### config.mk
export PLATFORM = sky130hd
export DESIGN_NAME = axi_rd_arbiter
export DESIGN_NICKNAME = d
export VERILOG_FILES = /design/src/rtl/axi_arb_pkg.sv /design/src/rtl/arb_picker.sv /design/src/rtl/axi_rd_arbiter.sv
export SDC_FILE = /design/constraint.sdc
export NUM_CORES = 1
export LEC_CHECK = 0
export CORE_AREA = 2 2 89 91
export CTS_CLUSTER_SIZE = 25
export DETAILED_ROUTE_END_ITERATION = 10
export DIE_AREA = 0 0 91 93
export GPL_TIMING_DRIVEN = 1
export PLACE_DENSITY = 0.84
export SLEW_MARGIN = 20
export SYNTH_ARGS = -nofsm -noshare
export SYNTH_HDL_FRONTEND = slang
export SYNTH_SLANG_ARGS = --single-unit
### constraint.sdc
create_clock -name clk -period 6.1 [get_ports clk]
set_input_delay 1.525 -clock clk [delete_from_list [all_inputs] [get_ports clk]]
set_output_delay 1.525 -clock clk [all_outputs]
set_load 0.005 [all_outputs]
### src/rtl/axi_arb_pkg.sv
// Shared types and constants for the two-requester AXI4 read arbiter.
package axi_arb_pkg;

  typedef enum logic [1:0] {
    IDLE,
    ADDR,
    DATA
  } arb_state_e;

  localparam logic [1:0]  AXI_BURST_INCR = 2'b01;
  localparam int unsigned ARID_ICACHE    = 0;
  localparam int unsigned ARID_DCACHE    = 1;
  localparam int unsigned ARB_N          = 2;

endpackage

### src/rtl/arb_picker.sv
// Two-way request picker: request vector plus last-grant index -> one-hot winner.
// ARB_RR_EN defined: round-robin on collision; undefined: D$ (1) over I$ (0).
module arb_picker
  import axi_arb_pkg::*;
(
  input  logic [ARB_N-1:0] req,
  input  logic             last,
  output logic [ARB_N-1:0] win
);

`ifdef ARB_RR_EN
  // On a collision the requester that was not granted last wins.
  always_comb begin
    win = req;
    if (req[ARID_DCACHE] && req[ARID_ICACHE]) begin
      win = last ? 2'b01 : 2'b10;
    end
  end
`else
  logic unused_last;
  assign unused_last = last;

  // Fixed priority: D$ always beats I$.
  always_comb begin
    win = '0;
    if (req[ARID_DCACHE]) begin
      win = 2'b10;
    end else if (req[ARID_ICACHE]) begin
      win = 2'b01;
    end
  end
`endif

endmodule

### src/rtl/axi_rd_arbiter.sv
// Shares one AXI4 read channel (AR+R) between I$ (requester 0) and D$ (requester 1).
// One outstanding burst, grant locked until RLAST; ARID carries the requester index.
// ARB_RR_EN selects round-robin arbitration instead of fixed D$-over-I$ priority.
module axi_rd_arbiter
  import axi_arb_pkg::*;
#(
  parameter int unsigned ADDR_W = 32,
  parameter int unsigned DATA_W = 32,
  parameter int unsigned ID_W   = 4
) (
  input  logic                          clk,
  input  logic                          rst,
  // Requester side
  input  logic [ARB_N-1:0]              req_arvalid,
  input  logic [ARB_N-1:0][ADDR_W-1:0]  req_araddr,
  input  logic [ARB_N-1:0][7:0]         req_arlen,
  input  logic [ARB_N-1:0][2:0]         req_arsize,
  output logic [ARB_N-1:0]              req_arready,
  output logic [ARB_N-1:0]              req_rvalid,
  input  logic [ARB_N-1:0]              req_rready,
  output logic [DATA_W-1:0]             req_rdata,
  output logic [1:0]                    req_rresp,
  output logic                          req_rlast,
  // Downstream AR
  output logic [ID_W-1:0]               arid,
  output logic [ADDR_W-1:0]             araddr,
  output logic [7:0]                    arlen,
  output logic [2:0]                    arsize,
  output logic [1:0]                    arburst,
  output logic                          arvalid,
  input  logic                          arready,
  // Downstream R
  input  logic [ID_W-1:0]               rid,
  input  logic [DATA_W-1:0]             rdata,
  input  logic [1:0]                    rresp,
  input  logic                          rlast,
  input  logic                          rvalid,
  output logic                          rready,
  // Status
  output logic [ARB_N-1:0]              grant,
  output logic                          busy,
  output logic                          proto_err
);

  arb_state_e       state_q, state_d;
  logic [ARB_N-1:0] grant_q, grant_d;
  logic [7:0]       cnt_q, cnt_d;
  logic             err_q, err_d;
  logic [ARB_N-1:0] win;
  logic             last_grant;
  logic             gsel;
  logic             beat;
  logic             beat_bad;

  // Grant is one-hot, so bit 1 is the granted requester index.
  assign gsel = grant_q[ARID_DCACHE];

`ifdef ARB_RR_EN
  logic last_q, last_d;
  assign last_grant = last_q;
`else
  assign last_grant = 1'b0;
`endif

  arb_picker u_picker (
    .req  (req_arvalid),
    .last (last_grant),
    .win  (win)
  );

  assign beat     = rvalid && req_rready[gsel];
  assign beat_bad = (rlast && (cnt_q != 8'd0)) || (!rlast && (cnt_q == 8'd0)) ||
                    (rid != ID_W'(gsel));

  // Next-state logic and channel muxing.
  always_comb begin
    state_d     = state_q;
    grant_d     = grant_q;
    cnt_d       = cnt_q;
    err_d       = err_q;
`ifdef ARB_RR_EN
    last_d      = last_q;
`endif
    arvalid     = 1'b0;
    rready      = 1'b0;
    req_arready = '0;
    req_rvalid  = '0;
    araddr      = req_araddr[gsel];
    arlen       = req_arlen[gsel];
    arsize      = req_arsize[gsel];
    arburst     = AXI_BURST_INCR;
    arid        = ID_W'(gsel);

    unique case (state_q)
      IDLE: begin
        // Register the winner only; AR goes out next cycle.
        if (|req_arvalid) begin
          grant_d = win;
          state_d = ADDR;
        end
      end
      ADDR: begin
        arvalid           = req_arvalid[gsel];
        req_arready[gsel] = arready;
        if (!req_arvalid[gsel]) begin
          // Requester withdrew before the handshake: nothing was issued.
          state_d = IDLE;
          grant_d = '0;
        end else if (arready) begin
          cnt_d   = req_arlen[gsel];
          state_d = DATA;
`ifdef ARB_RR_EN
          last_d  = gsel;
`endif
        end
      end
      DATA: begin
        req_rvalid[gsel] = rvalid;
        rready           = req_rready[gsel];
        if (beat) begin
          cnt_d = cnt_q - 8'd1;
          if (beat_bad) begin
            err_d = 1'b1;
          end
          if (rlast) begin
            state_d = IDLE;
            grant_d = '0;
          end
        end
      end
      default: begin
        state_d = IDLE;
        grant_d = '0;
      end
    endcase
  end

  // State, grant, beat counter and sticky error registers.
  always_ff @(posedge clk) begin
    if (rst) begin
      state_q <= IDLE;
      grant_q <= '0;
      cnt_q   <= '0;
      err_q   <= 1'b0;
    end else begin
      state_q <= state_d;
      grant_q <= grant_d;
      cnt_q   <= cnt_d;
      err_q   <= err_d;
    end
  end

`ifdef ARB_RR_EN
  // Last-granted requester, updated on the AR handshake.
  always_ff @(posedge clk) begin
    if (rst) begin
      last_q <= 1'b0;
    end else begin
      last_q <= last_d;
    end
  end
`endif

  assign req_rdata = rdata;
  assign req_rresp = rresp;
  assign req_rlast = rlast;
  assign grant     = grant_q;
  assign busy      = (state_q != IDLE);
  assign proto_err = err_q;

endmodule
==> summary.md, run 1 <==
The run finished with clean final reports. The floorplan step defined a die boundary enclosing 0.00846 mm². TritonCTS built the clock tree.

The clock transition at the registers of the reported paths works out to 0.05 ns. Global routing consumed, on the met2 layer, 24.7% of the routing resources. In the routed design, unresolved DRC markers number 0. The arrival time at the worst endpoint was 3.12 ns.

For this run, the register share of the synthesized area comes to 15.8%. The pin slew with the least headroom to its limit is 0.658 ns, and the number of buffers inserted during clock tree synthesis is 3. For the final database, setup skew stands at 0.000577 ns.

The netlist uses 42 different library cells. The maximum fanout along the worst path was 4. The portion of the clock cycle consumed by the worst path in the final layout was 76.2%.

IR analysis of the VDD net gives a maximum drop of 0.174 mV. During I/O placement, the number of pins put on the boundary was 227. The top cell types in the final layout, fill and taps aside, are sky130_fd_sc_hd__clkdlybuf4s50_1 (153), sky130_fd_sc_hd__mux2_2 (43), sky130_fd_sc_hd__dfxtp_1 (12). The critical path is of the primary input to primary output type. Headroom to the max-slew limit came out at 56.2%. The tools report the number of gates given a new drive strength after cts as 0. Setup repair after global routing left no endpoint under its margin. Routability-driven placement finished with a final weighted congestion of 0.778.

The total number of yosys warnings was 0; the detailed-route wire length per cell was 15.3 µm. Horizontal die dimension: 91 µm. Initial antenna violation count: 0. The TritonCTS sink count came out at 13. The run gives 4.58 ns as the data required time of the critical path. The repair_antennas step left the layout with diodes totalling 0.

The worst setup path is captured at a primary output. For this design, the CTS-stage hold fixing added 0 buffers. Fraction of post-synthesis cell area in the top cell type by area: 29.5%.

The global-route congestion overflow total is 0. The run gives 0.24 ns as the clock latency of the later-clocked register in the worst-skew pair. Pin count of the biggest net entering global routing: 50. By area the synthesized netlist is led by sky130_fd_sc_hd__mux2_2 (29%), sky130_fd_sc_hd__buf_4 (19%), sky130_fd_sc_hd__dfxtp_1 (16%). The tool flagged a number of max-cap violations equal to 0. The power density of the placed cells is 137 mW/mm². The H-tree level count was 1. The number of placed instances, taps included, is 406. The total standard cell area after synthesis came out at 0.00164 mm². The final count of hold timing violations is 0, and the per-instance average area after synthesis is 8.35 µm². Static leakage power: 0.00108 µW.

The area growth from synthesis to layout is 83.8%. The via total after detailed routing came out at 1821. The run gives 13.5% as the overall routing resource usage.

The number of vias per cell is 4.44. Setup violations remaining at the end of the flow were counted as 0. The run gives 0 as the final number of max-transition violations. The smallest clock period supported by the final layout is computed as 4.65 ns. During placement, the flow inserted port buffers numbering 153. No sink is reached through more buffers than the 2 on the longest clock path. In the final design database the tool counted 444 nets. The core region area was 0.00753 mm².

The layer with the highest usage was met2. Cell at the root of the clock tree: sky130_fd_sc_hd__clkbuf_8. The detailed-placement wirelength estimate was 5.13 mm; the filler cell count in the final layout was 761.

The tools report the met1 global-route usage as 15.2%. The type of the tightest min-delay check was register to register. The met3 layer usage reported by global route came out at 3.95%. The share of post-route cells with drive strength above 1 came out at 16.2%. The library cell used most frequently in the layout, excluding fill and tap cells, is sky130_fd_sc_hd__clkdlybuf4s50_1. The synthesized design spends more area on one cell type than any other, namely sky130_fd_sc_hd__mux2_2. The number of global-route vias before repair is 1820, and the wire length of the first global-routing pass is 9.34 mm. In this run, synthesis produced a sequential element count of 13.

The upper clock frequency limit is 215 MHz. Row generation in the floorplan step produced 32 rows. Once detail routing completed, the nets flagged for antenna violations numbered 0. Leaving out filler cells and counting taps, the final layout contains 410. In this run the vertical extent of the chip is 93 µm. The tools report the post-CTS setup-driven buffer insertion count as 0. The first routing iteration left 37 violations. Synthesis produced 197 cells. Wires add up to 6.27 mm. The total iterations of the first detailed-routing run came out at 4. The critical path startpoint category is a primary input. The tools report the initial core utilization as 21.8%.

The tools report the aggregate negative setup slack as 0 ns.
registers in the layout, indices dropped and copies added (netlist names):
signal / count
cnt_q: 8
grant: 2
proto_err: 1
state_q: 2
per-stage QoR:
stage	hold slack (ns)	power (µW)	worst slack (ns)	area, µm²	utilization (%)
final	0.478	413	1.45	3020	40.1
after detailed placement	0.464	339	1.48	2980	39.5
after floorplan	0.448	210	2.57	1660	-
after CTS	0.481	418	1.46	3020	40.1
after global placement	0.459	334	1.51	2980	39.5
after global routing	0.498	436	1.37	3020	40.1
where the power goes:
group / total (µW) / leakage (µW) / internal (µW) / switching [µW]
sequential: 97.1 / 0.000106 / 90.7 / 6.46
clock: 77.5 / 0.0000228 / 46.2 / 31.3
combinational: 239 / 0.000948 / 160 / 78.8
total: 413 / 0.00108 / 297 / 117
final cells by class:
class	count	area [µm²]	share of cell area, %
inverter	7	26.3	0.870
timing repair buffer	154	1540	50.9
multi-input combinational	130	1020	33.8
tap	102	128	4.22
sequential	13	262	8.65
clock buffer	4	45.0	1.49
worst max-delay path: stages:
cell,delay [ns]
sky130_fd_sc_hd__clkdlybuf4s50_1,0.53
sky130_fd_sc_hd__mux2i_1,0.13
sky130_fd_sc_hd__or3_1,0.37
sky130_fd_sc_hd__inv_1,0.08
sky130_fd_sc_hd__clkdlybuf4s50_1,0.49
cell families (layout without fill, tap and decap cells):
logic type                 after synthesis  in the layout  synth area share (%)
buffers and inverters                   57            165                  22.7
muxes                                   45             45                  30.7
and+or+nand+nor                         40             40                  14.2
AOI/OAI and AO/OA                       37             37                  14.1
DFF                                     13             13                  15.8
adders and majority gates                2              2                  1.52
other                                    2              5                 0.457
xor gates and xnor gates                 1              1                 0.533
layer usage:
metal | routed length [µm] | up-vias
li1 | - | 881
met1 | 2490 | 838
met2 | 3230 | 88
met3 | 464 | 14
met4 | 78 | 0
met5 | 0 | -
final timing paths:
check | depth (start not counted) | slack [ns] | from | endpoint
setup / recovery | 5 | 1.45 | req_arvalid[1] | arvalid
hold / removal | 2 | 0.48 | proto_err$_SDFFE_PP0P_ | proto_err$_SDFFE_PP0P_
setup reg to reg | 5 | 3.72 | grant[1]$_SDFFE_PP0P_ | cnt_q[0]$_SDFFE_PP0P_
hold reg to reg | 2 | 0.48 | proto_err$_SDFFE_PP0P_ | proto_err$_SDFFE_PP0P_
cell usage after synthesis, drive strengths merged:
library cell	count
a211o	1
a21oi	10
a221oi	1
a22o	1
a31oi	1
a32o	1
and2	4
and3b	1
buf	48
clkbuf	2
conb	2
dfxtp	13
ha	2
inv	7
mux2	43
mux2i	2
nand2	3
nand2b	1
nand3	1
nand3b	2
nor2	10
nor2b	3
nor3	3
nor3b	1
nor4	3
o211ai	4
o21a	1
o21ai	11
o21bai	1
o22a	1
o22ai	1
o31a	1
o31ai	2
or2	1
or3	2
or3b	1
or4	1
or4b	3
xnor2	1
Power figures use the tool's default switching activity.
==> inputs of run 2 (changes only) <==
--- a/config.mk
+++ b/config.mk
@@ -5,12 +5,12 @@
 export SDC_FILE = /design/constraint.sdc
 export NUM_CORES = 1
 export LEC_CHECK = 0
-export CORE_AREA = 2 2 89 91
+export CORE_AREA = 2 2 87 89
 export CTS_CLUSTER_SIZE = 25
 export DETAILED_ROUTE_END_ITERATION = 10
-export DIE_AREA = 0 0 91 93
+export DIE_AREA = 0 0 89 91
 export GPL_TIMING_DRIVEN = 1
-export PLACE_DENSITY = 0.84
+export PLACE_DENSITY = 0.87
 export SLEW_MARGIN = 20
 export SYNTH_ARGS = -nofsm -noshare
 export SYNTH_HDL_FRONTEND = slang
==> constraint.sdc (replaced) <==
create_clock -name clk -period 4.4 [get_ports clk]
set_input_delay 1.1 -clock clk [delete_from_list [all_inputs] [get_ports clk]]
set_output_delay 1.1 -clock clk [all_outputs]
set_load 0.005 [all_outputs]
==> run 2 against run 1 <==
Compared with the run above: first-iteration DRC count grew to 2.9 times the previous value; non-clock buffer count up 1; count of clock-buffer cells in the layout unchanged; critical path depth did not move; total power is 39% higher; sequential share of layout area about the same; worst setup slack got worse by 0.83 ns; sequential power increased by 41%; cell count shrank 0.49%; critical path type unchanged; largest cell class unchanged; highest routed layer unchanged.
==> summary.md, run 2 (synthesis gave the netlist of run 1 again) <==
The wire length of the first global-routing pass was 9.09 mm. Input and output buffers added on the ports amount to 153. Worst-path cell with the longest stage delay: sky130_fd_sc_hd__clkdlybuf4s50_1.

The run gives 0.00108 µW as the static leakage power. The root buffer cell chosen for the clock tree is sky130_fd_sc_hd__clkbuf_8. The run finished with clean final reports. After detailed routing, the number of vias per cell comes to 4.56. The register with the most flip-flops in the layout has 8 of them. Most common cell type on the critical path: sky130_fd_sc_hd__clkdlybuf4s50_1. The run gives 0.797 as the final weighted congestion in routability-driven placement.

The critical path start-end classification is primary input to primary output. After layout, the minimum clock period comes to 3.78 ns. Global routing consumed, on the met3 layer, 2.45% of the routing resources.

The maximum VDD drop was 0.0670 mV. The post-CTS setup-driven buffer insertion count came out at 0. The layer with the highest usage was met2. The clock skew was 0.000622 ns. The total power consumption of the routed design is 575 µW. The number of buffers inserted during clock tree synthesis was 3.

Setup repair after global routing left no endpoint under its margin. For this run, global-route usage on met2 was measured as 27.9%. Summed over all nets, the half-perimeter wirelength after detailed placement is 5.20 mm. The type of the tightest min-delay check was register to register.

In this run, post-CTS hold repair placed 0 buffers. The initial antenna violation count came out at 0. On the worst path, the slowest cell contributes a delay of 0.52 ns. For the final count of hold timing violations, the log shows 0. Detailed-route wire length per cell: 15.1 µm. The number of gates given a new drive strength after cts is 0. The horizontal die dimension was 89 µm; the final routed DRC violation total was 0. The longest clock path from root to sink contains 2 buffers.

Of the available clock period, the critical path in the final layout requires 85.9%. Setup violations remaining at the end of the flow were counted as 0. The area added between synthesis and finish came out at 84.0%.

The clock drives 13 sinks. The aggregate negative setup slack was 0 ns; the total inserted antenna cells was 0. The top cell types in the final layout, fill and taps aside, are sky130_fd_sc_hd__clkdlybuf4s50_1 (153), sky130_fd_sc_hd__mux2_2 (43), sky130_fd_sc_hd__dfxtp_1 (12). Critical path startpoint category: a primary input. In this run the remaining antenna-violating nets after routing total 0. The library cell used most frequently in the layout, excluding fill and tap cells, is sky130_fd_sc_hd__clkdlybuf4s50_1. For this configuration, the core starts out at a cell density of 23.0%. The run gives 1869 as the number of global-route vias before repair. The area of all placed cells without fillers came out at 0.00303 mm². The total overflow left after global routing is 0.

Area after detailed placement: 0.00298 mm². The clock latency of the later-clocked register in the worst-skew pair was 0.24 ns; the total buffers and inverters traversed by the critical path was 3. The first TritonRoute pass finished after 4 iterations.

H-tree level count: 1. The arrival time at the worst endpoint came out at 2.68 ns. Timing would allow up to 264 MHz.

TritonCTS built the clock tree. At the worst endpoint, the required time is 3.30 ns. The floorplan step set the die height to 91 µm.

Headroom to the max-slew limit came out at 61.1%. The max-cap check violation count was 0; the wire length reported by the detailed router was 6.17 mm. The die outline area was 0.00810 mm². The core utilization of the finished layout was 42.4%.

Clock transition at the registers of the reported paths: 0.06 ns. The pin count of the biggest net entering global routing came out at 22. The met1 global-route usage was 15.2%. The tools report the boundary pin count as 227. The most flop-heavy register was cnt_q. The share of post-route cells with drive strength above 1 works out to 16.5%. Number of rows created at floorplan: 31. Walking the worst path, the cells encountered are clkdlybuf4s50_1 -> mux2i_1 -> or3_1 -> inv_1 -> clkdlybuf4s50_1. The core region area is 0.00714 mm², and the net total in the final layout is 445. The worst setup path is captured at a primary output. The family of cells with the greatest summed delay on the critical path is buffers and inverters. The routed layout has 1860 vias.

The power density of the placed cells is 190 mW/mm², and the maximum fanout along the worst path is 4. The pre-CTS setup slack is 0.631 ns, and the final number of max-transition violations is 0. The pin slew with the least headroom to its limit was 0.584 ns.

The overall routing resource usage was 14.3%. The worst-case setup margin in the final layout came out at 0.619 ns. The first routing iteration left 109 violations.
run 2: cell types whose count changed in the layout (fill, tap and decap cells not counted), sizes merged:
cell / previous run / this run
buf: 1 / 2
run 2: per-layer routing:
layer  part of all wire (%)  routed length [µm]
met3                    8.5                 527
met2                     54                3350
met4                    1.3                  80
met1                     36                2200
met5                      0                   0
run 2: worst register-to-register path: stages, from the launching register on:
cell and delay (ns):
sky130_fd_sc_hd__dfxtp_1 0.32, sky130_fd_sc_hd__inv_1 0.12, sky130_fd_sc_hd__ha_1 0.15, sky130_fd_sc_hd__or4b_1 0.45, sky130_fd_sc_hd__or4b_1 0.51, sky130_fd_sc_hd__a31oi_1 0.18, sky130_fd_sc_hd__nor2_1 0.05
run 2: layout make-up:
type	instances	area, µm²
fillers	697	4110
multi-input cells	130	1020
inverters	7	26.3
repair buffers	155	1550
well taps	99	124
flip-flops and latches	13	262
clock buffers	4	45.0
run 2: path summary, 6_finish.rpt:
check                                      startpoint                     end  slack [ns]  depth (start not counted)
worst max-delay path                   req_arvalid[1]                 arvalid        0.62                          5
worst max register to register  cnt_q[0]$_SDFFE_PP0P_  proto_err$_SDFFE_PP0P_        2.49                          6
worst min register to register  grant[0]$_SDFFE_PP0P_   grant[0]$_SDFFE_PP0P_        0.48                          1
worst min-delay path            grant[0]$_SDFFE_PP0P_   grant[0]$_SDFFE_PP0P_        0.48                          1
run 2: through the flow:
step	hold slack, ns	instances
CTS	0.478	408
detailed placement	0.465	404
global route	0.484	408
floorplan	0.448	200
finish	0.477	408
global placement	0.459	404
run 2: report_power, final:
| part | total [µW] | switching [µW] | leakage [µW] | internal [µW] |
|---|---|---|---|---|
| combinational | 328 | 105 | 0.000953 | 223 |
| sequential | 137 | 11.1 | 0.000106 | 126 |
| clock | 109 | 45.4 | 0.0000228 | 64.0 |
| total | 575 | 162 | 0.00108 | 413 |
==> inputs of run 3 (changes only) <==
--- a/config.mk
+++ b/config.mk
@@ -11,7 +11,7 @@
 export DIE_AREA = 0 0 89 91
 export GPL_TIMING_DRIVEN = 1
 export PLACE_DENSITY = 0.87
-export SLEW_MARGIN = 20
+export SLEW_MARGIN = 25
 export SYNTH_ARGS = -nofsm -noshare
 export SYNTH_HDL_FRONTEND = slang
 export SYNTH_SLANG_ARGS = --single-unit
==> results of run 3 <==
No change in the layout: final DEF, timing and power equal those of run 2.
